**config.mk**
```make
export PLATFORM = sky130hd
export DESIGN_NAME = keypad_event_encoder
export DESIGN_NICKNAME = d
export VERILOG_FILES = /design/src/rtl/keypad_event_encoder.sv
export SDC_FILE = /design/constraint.sdc
export NUM_CORES = 1
export LEC_CHECK = 0
export ABC_AREA = 0
export ABC_CLOCK_PERIOD_IN_PS = 3200
export CORE_MARGIN = 1.5
export CORE_UTILIZATION = 50
export CTS_BUF_LIST = sky130_fd_sc_hd__clkbuf_4
export DETAILED_ROUTE_END_ITERATION = 16
export GPL_ROUTABILITY_DRIVEN = 0
export PLACE_DENSITY_LB_ADDON = 0.05
export SLEW_MARGIN = 20
export SYNTH_ARGS = -nofsm -noshare
export SYNTH_HDL_FRONTEND = slang
export SYNTH_SLANG_ARGS = --single-unit
export TNS_END_PERCENT = 50
```
**constraint.sdc**
```tcl
create_clock -name clk_100M -period 3.2 [get_ports clk_100M]
set_input_delay 0.64 -clock clk_100M [delete_from_list [all_inputs] [get_ports clk_100M]]
set_output_delay 0.64 -clock clk_100M [all_outputs]
set_load 0.05 [all_outputs]
```
**src/rtl/keypad_event_encoder.sv**
```systemverilog
// rtl/keypad_event_encoder.sv - debounced keypad event encoder with event FIFO
//
// Purpose: samples an active-low key bitmap on the en strobe, tracks each press
// through IDLE/PUSH/OUT, encodes the single pressed key on release and queues the
// code in a show-ahead FIFO drained by a valid/ready handshake. A legacy key_trick
// pulse is retriggered on every enqueue attempt.
// Optional feature: define KEY_REPEAT_EN to enable hold-to-repeat events.
//
// Ports:
//   clk_100M     in   system clock
//   rst_p        in   synchronous active-high reset
//   en           in   sample strobe for detect FSM, key_trick and repeat timers
//   key_num      in   key bitmap, bit i low = key i pressed
//   key_code     out  code at FIFO head (last head value while empty)
//   key_valid    out  FIFO not empty
//   key_ready    in   consumer accepts head when key_valid & key_ready
//   key_trick    out  high PULSE_LEN en-cycles after each enqueue attempt
//   key_abnormal out  one-cycle pulse when a multi-key press is discarded
//   fifo_level   out  entries held
//   overflow     out  sticky, set when an event is dropped on a full FIFO
module keypad_event_encoder #(
    parameter int KEY_NUM    = 16,
    parameter int CODE_W     = 4,
    parameter int FIFO_DEPTH = 4,
    parameter int PULSE_LEN  = 62,
    parameter int REPEAT_DLY = 50,
    parameter int REPEAT_PER = 10
) (
    input  logic                            clk_100M,
    input  logic                            rst_p,
    input  logic                            en,
    input  logic [KEY_NUM-1:0]              key_num,
    output logic [CODE_W-1:0]               key_code,
    output logic                            key_valid,
    input  logic                            key_ready,
    output logic                            key_trick,
    output logic                            key_abnormal,
    output logic [$clog2(FIFO_DEPTH):0]     fifo_level,
    output logic                            overflow
);

    localparam int AW    = $clog2(FIFO_DEPTH);
    localparam int LVL_W = AW + 1;

    if (KEY_NUM < 2 || KEY_NUM > 64 || KEY_NUM > (1 << CODE_W) ||
        FIFO_DEPTH < 2 || FIFO_DEPTH > 16 || (FIFO_DEPTH & (FIFO_DEPTH - 1)) != 0 ||
        PULSE_LEN < 1 || PULSE_LEN > 255 ||
        REPEAT_PER < 1 || REPEAT_DLY < REPEAT_PER) begin : g_bad_params
        $error("keypad_event_encoder: illegal parameter set");
    end

    typedef enum logic [1:0] {S_IDLE, S_PUSH, S_OUT} state_e;

    state_e              state_q;
    logic                push_q;
    logic                abn_q;
    logic [CODE_W-1:0]   idx_q;
    logic                abnormal_q;

    // Key sample decode: a set bit in low_d is a pressed key.
    logic [KEY_NUM-1:0]  low_d;
    logic                multi_d;
    logic                single_d;
    logic [CODE_W-1:0]   idx_d;

    always_comb begin
        low_d    = ~key_num;
        multi_d  = |(low_d & (low_d - KEY_NUM'(1)));
        single_d = (|low_d) && !multi_d;
        idx_d    = '0;
        for (int i = 0; i < KEY_NUM; i++) begin
            if (low_d[i]) idx_d = CODE_W'(i);
        end
    end

    logic enq_release;
    logic enq;
    assign enq_release = (state_q == S_OUT) && en && !abn_q;

`ifdef KEY_REPEAT_EN
    logic        have_key_q;
    logic [15:0] hold_q;
    logic        rep_fire;

    // A same-cycle abnormal sample suppresses the repeat as well.
    assign rep_fire = en && (state_q == S_PUSH) && have_key_q && !abn_q && !multi_d &&
                      (hold_q == 16'(REPEAT_DLY - 1));
    assign enq      = enq_release | rep_fire;

    // After a repeat, rewind so the next one lands REPEAT_PER en-cycles later.
    always_ff @(posedge clk_100M) begin
        if (rst_p || state_q != S_PUSH) begin
            hold_q <= '0;
        end else if (en && have_key_q && !abn_q) begin
            if (rep_fire) hold_q <= 16'(REPEAT_DLY - REPEAT_PER);
            else          hold_q <= hold_q + 16'd1;
        end
    end
`else
    assign enq = enq_release;
`endif

    always_ff @(posedge clk_100M) begin
        if (rst_p) begin
            state_q    <= S_IDLE;
            push_q     <= 1'b0;
            abn_q      <= 1'b0;
            idx_q      <= '0;
            abnormal_q <= 1'b0;
`ifdef KEY_REPEAT_EN
            have_key_q <= 1'b0;
`endif
        end else begin
            abnormal_q <= 1'b0;
            if (en) begin
                push_q <= (key_num != '1);
                case (state_q)
                    S_IDLE: begin
                        if (push_q) begin
                            state_q <= S_PUSH;
                            abn_q   <= 1'b0;
`ifdef KEY_REPEAT_EN
                            have_key_q <= 1'b0;
`endif
                        end
                    end
                    S_PUSH: begin
                        if (multi_d) begin
                            abn_q <= 1'b1;
                        end else if (single_d) begin
                            idx_q <= idx_d;
`ifdef KEY_REPEAT_EN
                            have_key_q <= 1'b1;
`endif
                        end
                        if (!push_q) state_q <= S_OUT;
                    end
                    S_OUT: begin
                        state_q    <= S_IDLE;
                        abnormal_q <= abn_q;
                    end
                    default: state_q <= S_IDLE;
                endcase
            end
        end
    end

    // Event FIFO, show-ahead.
    logic [CODE_W-1:0] mem_q [FIFO_DEPTH];
    logic [AW-1:0]     wr_ptr_q;
    logic [AW-1:0]     rd_ptr_q;
    logic [LVL_W-1:0]  level_q;
    logic [CODE_W-1:0] last_q;
    logic              overflow_q;
    logic [7:0]        trick_q;
    logic              full;
    logic              pop;
    logic              wr;

    assign key_valid = (level_q != '0);
    assign full      = (level_q == LVL_W'(FIFO_DEPTH));
    assign pop       = key_valid && key_ready;
    // A pop in the same cycle frees the slot, so a full FIFO still accepts.
    assign wr        = enq && (!full || pop);

    always_ff @(posedge clk_100M) begin
        if (wr) mem_q[wr_ptr_q] <= idx_q;
    end

    always_ff @(posedge clk_100M) begin
        if (rst_p) begin
            wr_ptr_q   <= '0;
            rd_ptr_q   <= '0;
            level_q    <= '0;
            last_q     <= '0;
            overflow_q <= 1'b0;
            trick_q    <= '0;
        end else begin
            if (wr)  wr_ptr_q <= wr_ptr_q + AW'(1);
            if (pop) rd_ptr_q <= rd_ptr_q + AW'(1);
            if (wr && !pop)      level_q <= level_q + LVL_W'(1);
            else if (!wr && pop) level_q <= level_q - LVL_W'(1);
            if (key_valid) last_q <= mem_q[rd_ptr_q];
            if (enq && !wr) overflow_q <= 1'b1;
            if (enq)                       trick_q <= 8'(PULSE_LEN);
            else if (en && trick_q != '0)  trick_q <= trick_q - 8'd1;
        end
    end

    assign key_code     = key_valid ? mem_q[rd_ptr_q] : last_q;
    assign key_trick    = (trick_q != '0);
    assign key_abnormal = abnormal_q;
    assign fifo_level   = level_q;
    assign overflow     = overflow_q;

endmodule

```
==> metrics.txt, run 1 <==
Syn Nets 253; number of nets in the layout 285; CTS max path bufs 2; r2r setup slk 0.80 ns; Clock Skew 0.0118 ns; sequential cell area 1100 µm²; post-detail-place hpwl 3220 µm; final worst-path setup slack 0.202 ns; count leader, synth dfxtp_1; slew of the pin with the lowest slew margin 0.610 ns; Overall Global Routing Usage 17.9%; Power Dens Cells 752 nW/µm²; Final Hold Vio Count 0; Yosys cell types 53; synth cell count leaders 31 x dfxtp_1, 22 x nor2_1, 16 x edfxtp_1; die width 71.2 µm; DIE AREA 5070 µm²; Final Core Density 61.5%; vias in the first global route 1577; Worst-Skew Late Latency 0.36 ns; drt pass-1 iters 4; Non-Filler Instances 310; # DRC 0; crit path kind flop to primary output; initial antenna violation count 0; global-route wire length before repair 7130 µm; Slew headroom 59.2%; ANT cells 0; final WL 4060 µm; Antenna Nets Post-Route 0; P_leak 0.996 nW; per-cell routed wire length 13.1 µm; CP arrival 2.36 ns; setup_tns 0 ns; Setup-failing EPs final 0; Hold Buf Count CTS 0; final slew viol count 0; max_cap viols 0; num ports 31; Power Total 2.04 mW; placed insts 302; top cell type's share of synthesized area 26.7%; pre-CTS setup slack 0.0602 ns; row count 24; Post-synth EDFFs 16; Core ar. 4410 µm²; Initial Util 52.7%; Via Count 1728; Max Freq 334 MHz; Worst Path Required 2.56 ns; status complete, no violations; Area growth, synth to finish 16.8%; startpoint type of the worst setup path flop; largest fanout on the critical path 4; vias per inst 5.57; Congestion Overflow GR 0; layout cells sized above 1 10.5%; Mapped Cells 225; CTS sink cnt 47; register area share after synthesis 47.4%; area of the multi-input gates 1120 µm²; H-tree Lvls 2; Yosys warnings 0; pin count of the biggest net entering global routing 18; Root Driver clkbuf_4; HP Class flop to flop; post-synthesis register bit count 47; CP Capture Type primary output; syn avg cell area 10.3 µm²; port bufs 30; Worst-path clk slew 0.14 ns; FILL cells 407; asr flop ratio synth 0%; Synth Flop Type dfxtp_1; Starting DRT DRC Count 83; Yosys top cell by area dfxtp_1; CTS Buf Count 5; main area contributors after synthesis dfxtp_1 27%, edfxtp_1 21%, mux4_2 3.9%; Post-CTS Repair Setup Buffers 0; CTS tree yes; cell area after synthesis 2320 µm²; RSZ-0062 raised after global routing false; fin crit share 93.7%; post-route minimum period 3.00 ns; VDD IR max 791 µV; cts repair resizes 0; die height 71.2 µm
[cells in the final DEF (no fill, tap or decap), types with 4 or more instances in the layout]
cell,instances
a21oi_1,15
dfxtp_1,31
a31oi_1,4
nand3_1,6
clkdlybuf4s50_1,30
xor2_1,5
edfxtp_1,16
mux4_2,4
nand2_1,14
and2_1,5
clkbuf_4,6
nor2_1,22
o21ai_0,4
mux2_2,4
nor3_1,6
inv_1,14
xnor2_1,6
ha_1,7
nor2b_1,4
[flip-flops by register name, indices dropped and copies added, names as in the netlist, named ones only]
name / flops
wr_ptr_q: 2
rd_ptr_q: 2
last_q: 4
trick_q: 8
key_abnormal: 1
overflow: 1
state_q: 2
mem_q: 16
fifo_level: 3
abn_q: 1
push_q: 1
idx_q: 4
[worst paths after layout]
| check | from | cells after the start | endpoint |
|---|---|---|---|
| min reg2reg | overflow$_SDFFE_PP0P_ | 2 | overflow$_SDFFE_PP0P_ |
| min | overflow$_SDFFE_PP0P_ | 2 | overflow$_SDFFE_PP0P_ |
| max reg2reg | state_q[0]$_SDFFE_PP0P_ | 9 | fifo_level[2]$_SDFFE_PP0P_ |
| max | flop | 3 | key_code[1] |
[metrics by stage]
step | instance area (µm²) | hold slack [ns]
after detailed placement | 2660 | 0.457
after global placement | 2660 | 0.452
after floorplan | 2320 | 0.460
after global routing | 2720 | 0.525
after CTS | 2720 | 0.489
final | 2720 | 0.479
[report_power, final]
part           switching, mW  internal, mW
sequential            0.0811         0.711
clock                  0.183        0.0940
combinational          0.568         0.406
total                  0.832          1.21
[critical path: stages (launching register included)]
cell and delay [ns]:
dfxtp_1 0.49, mux4_2 0.54, mux2_2 0.28, clkdlybuf4s50_1 0.70
[layout make-up]
| cell class | instances | share of cell area, % |
|---|---|---|
| multi-input combinational | 156 | 41.1 |
| sequential | 47 | 40.5 |
| timing repair buffer | 33 | 11.9 |
| tap | 52 | 2.40 |
| inverter | 14 | 1.93 |
| clock buffer | 6 | 1.66 |
| clock inverter | 2 | 0.461 |
[cell families after synthesis]
family,synth area share (%)
AOI/OAI and AO/OA,11.6
xor gates and xnor gates,4.14
adders and majority gates,5.49
buffers and inverters,4.57
DFF,47.4
muxes,6.67
and+or+nand+nor,20.2
[metal layers]
layer | GRT usage [%] | vias to the layer above | share of wire, %
li1 | - | 891 | -
met1 | 23.3 | 800 | 47
met2 | 29.7 | 32 | 48
met3 | 4.27 | 5 | 3.7
met4 | 5.03 | 0 | 1.2
met5 | 0 | - | 0
Power figures use the tool's default switching activity.
==> run 2: changes to the inputs <==
--- a/config.mk
+++ b/config.mk
@@ -7,6 +7,7 @@
 export LEC_CHECK = 0
 export ABC_AREA = 0
 export ABC_CLOCK_PERIOD_IN_PS = 3200
+export CORE_ASPECT_RATIO = 0.75
 export CORE_MARGIN = 1.5
 export CORE_UTILIZATION = 50
 export CTS_BUF_LIST = sky130_fd_sc_hd__clkbuf_4
==> run 2 against run 1 <==
Flip-flop and latch count did not move. Highest routed layer unchanged. Clock power is 27% higher. Critical path depth stayed put. Final cell count is 1.6% higher. Sequential share of layout area fell by 0.42 points.
==> metrics.txt, run 2 (synthesis results as in run 1) <==
CTS tree yes; Worst-path clk slew 0.14 ns; Antenna Nets Post-Route 0; most common cell after layout, fill and taps aside dfxtp_1; CP Cell Sequence mux4_2 -> mux2_2 -> clkdlybuf4s50_1; uppermost layer routed met4; row count 21; Worst-Skew Late Latency 0.35 ns; Slew headroom 66.8%; crit path kind flop to primary output; num ports 31; top flop regs mem_q: 16 flops, trick_q: 8 flops; CP Capture Type primary output; Final Hold Vio Count 0; Area growth, synth to finish 18.1%; per-cell routed wire length 12.8 µm; largest reg by FF count mem_q; Via Count 1683; Post-CTS Repair Setup Buffers 0; HP Class flop to flop; Setup-failing EPs final 0; P_leak 1.01 nW; wire length on met1 2170 µm; Initial Util 52.0%; fin crit share 93.3%; CP arrival 2.34 ns; met2 wire length 1630 µm; most frequent cells in the layout 31 x dfxtp_1, 30 x clkdlybuf4s50_1, 22 x nor2_1; CTS Buf Count 5; Overall Global Routing Usage 17.5%; largest fanout on the critical path 4; initial antenna violation count 0; Core ar. 4470 µm²; slew of the pin with the lowest slew margin 0.497 ns; Starting DRT DRC Count 100; drt pass-1 iters 6; cts repair resizes 0; final slew viol count 0; number of nets in the layout 285; Power Total 2.11 mW; RSZ-0062 raised after global routing false; Root Driver clkbuf_4; Hold Buf Count CTS 0; crit path max-delay cell type clkdlybuf4s50_1; Worst Path Required 2.56 ns; port bufs 30; CP max stage delay 0.70 ns; final WL 4020 µm; H-tree Lvls 2; met3 WL 186 µm; vias in the first global route 1455; global-route wire length before repair 6590 µm; status complete, no violations; setup_tns 0 ns; startpoint type of the worst setup path flop; Congestion Overflow GR 0; DIE AREA 5070 µm²; Clock Skew 0.00580 ns; RR Startpoint state_q[0]$_SDFFE_PP0P_; CTS max path bufs 2; ANT cells 0; Power Dens Cells 770 nW/µm²; vias per inst 5.34; pin count of the biggest net entering global routing 31; Hold Startpoint overflow$_SDFFE_PP0P_; # DRC 0; VDD IR max 879 µV; post-route minimum period 2.98 ns; die width 81.7 µm; layout cells sized above 1 10.5%; max_cap viols 0; max reg flops 16; CTS sink cnt 47; Max Freq 335 MHz; post-detail-place hpwl 3050 µm; die height 62.1 µm
## run 2: changes by cell type in the layout (fill, tap and decap cells not counted), sizes merged
cell	delta
clkbuf	-1
bufinv	+1
clkinv	-1
inv	+1
## run 2: path summary, 6_finish.rpt
kind              slack, ns                    endpoint  depth (start not counted)
setup reg to reg       0.79  fifo_level[2]$_SDFFE_PP0P_                          9
hold / removal         0.49       overflow$_SDFFE_PP0P_                          2
setup / recovery       0.22                 key_code[0]                          3
hold reg to reg        0.49       overflow$_SDFFE_PP0P_                          2
## run 2: stage by stage
stage | setup WS (ns) | instances | utilization (%) | cell area (µm²) | hold slack [ns]
4_1_cts | 0.168 | 315 | 61.5 | 2750 | 0.494
3_3_place_gp | 0.151 | 307 | 59.7 | 2670 | 0.453
3_5_place_dp | 0.0619 | 307 | 59.7 | 2670 | 0.463
2_1_floorplan | 0.459 | 225 | - | 2320 | 0.460
5_1_grt | 0.107 | 315 | 61.5 | 2750 | 0.514
6_report | 0.215 | 315 | 61.5 | 2750 | 0.488
## run 2: where the power goes
| part | total, mW | internal [mW] | switching (mW) |
|---|---|---|---|
| Combinational | 0.970 | 0.406 | 0.563 |
| Sequential | 0.793 | 0.711 | 0.0824 |
| Clock | 0.351 | 0.165 | 0.186 |
## run 2: critical path: cells and delay by family, from the launching register on
kind     cells  cell delay (ns)
mux          2             0.81
buf+inv      1             0.70
flops        1             0.49
## run 2: cell type report
class	count	area [µm²]
fillers	393	1720
flip-flops and latches	47	1100
clock inverters	3	42.5
clock buffers	5	37.5
multi-input cells	156	1120
well taps	57	71.3
inverters	14	52.6
repair buffers	33	323
## run 2: metal layers
layer,vias up,GRT usage [%]
li1,889,-
met1,750,26.1
met2,40,24.8
met3,4,4.38
met4,0,5.81
met5,-,0
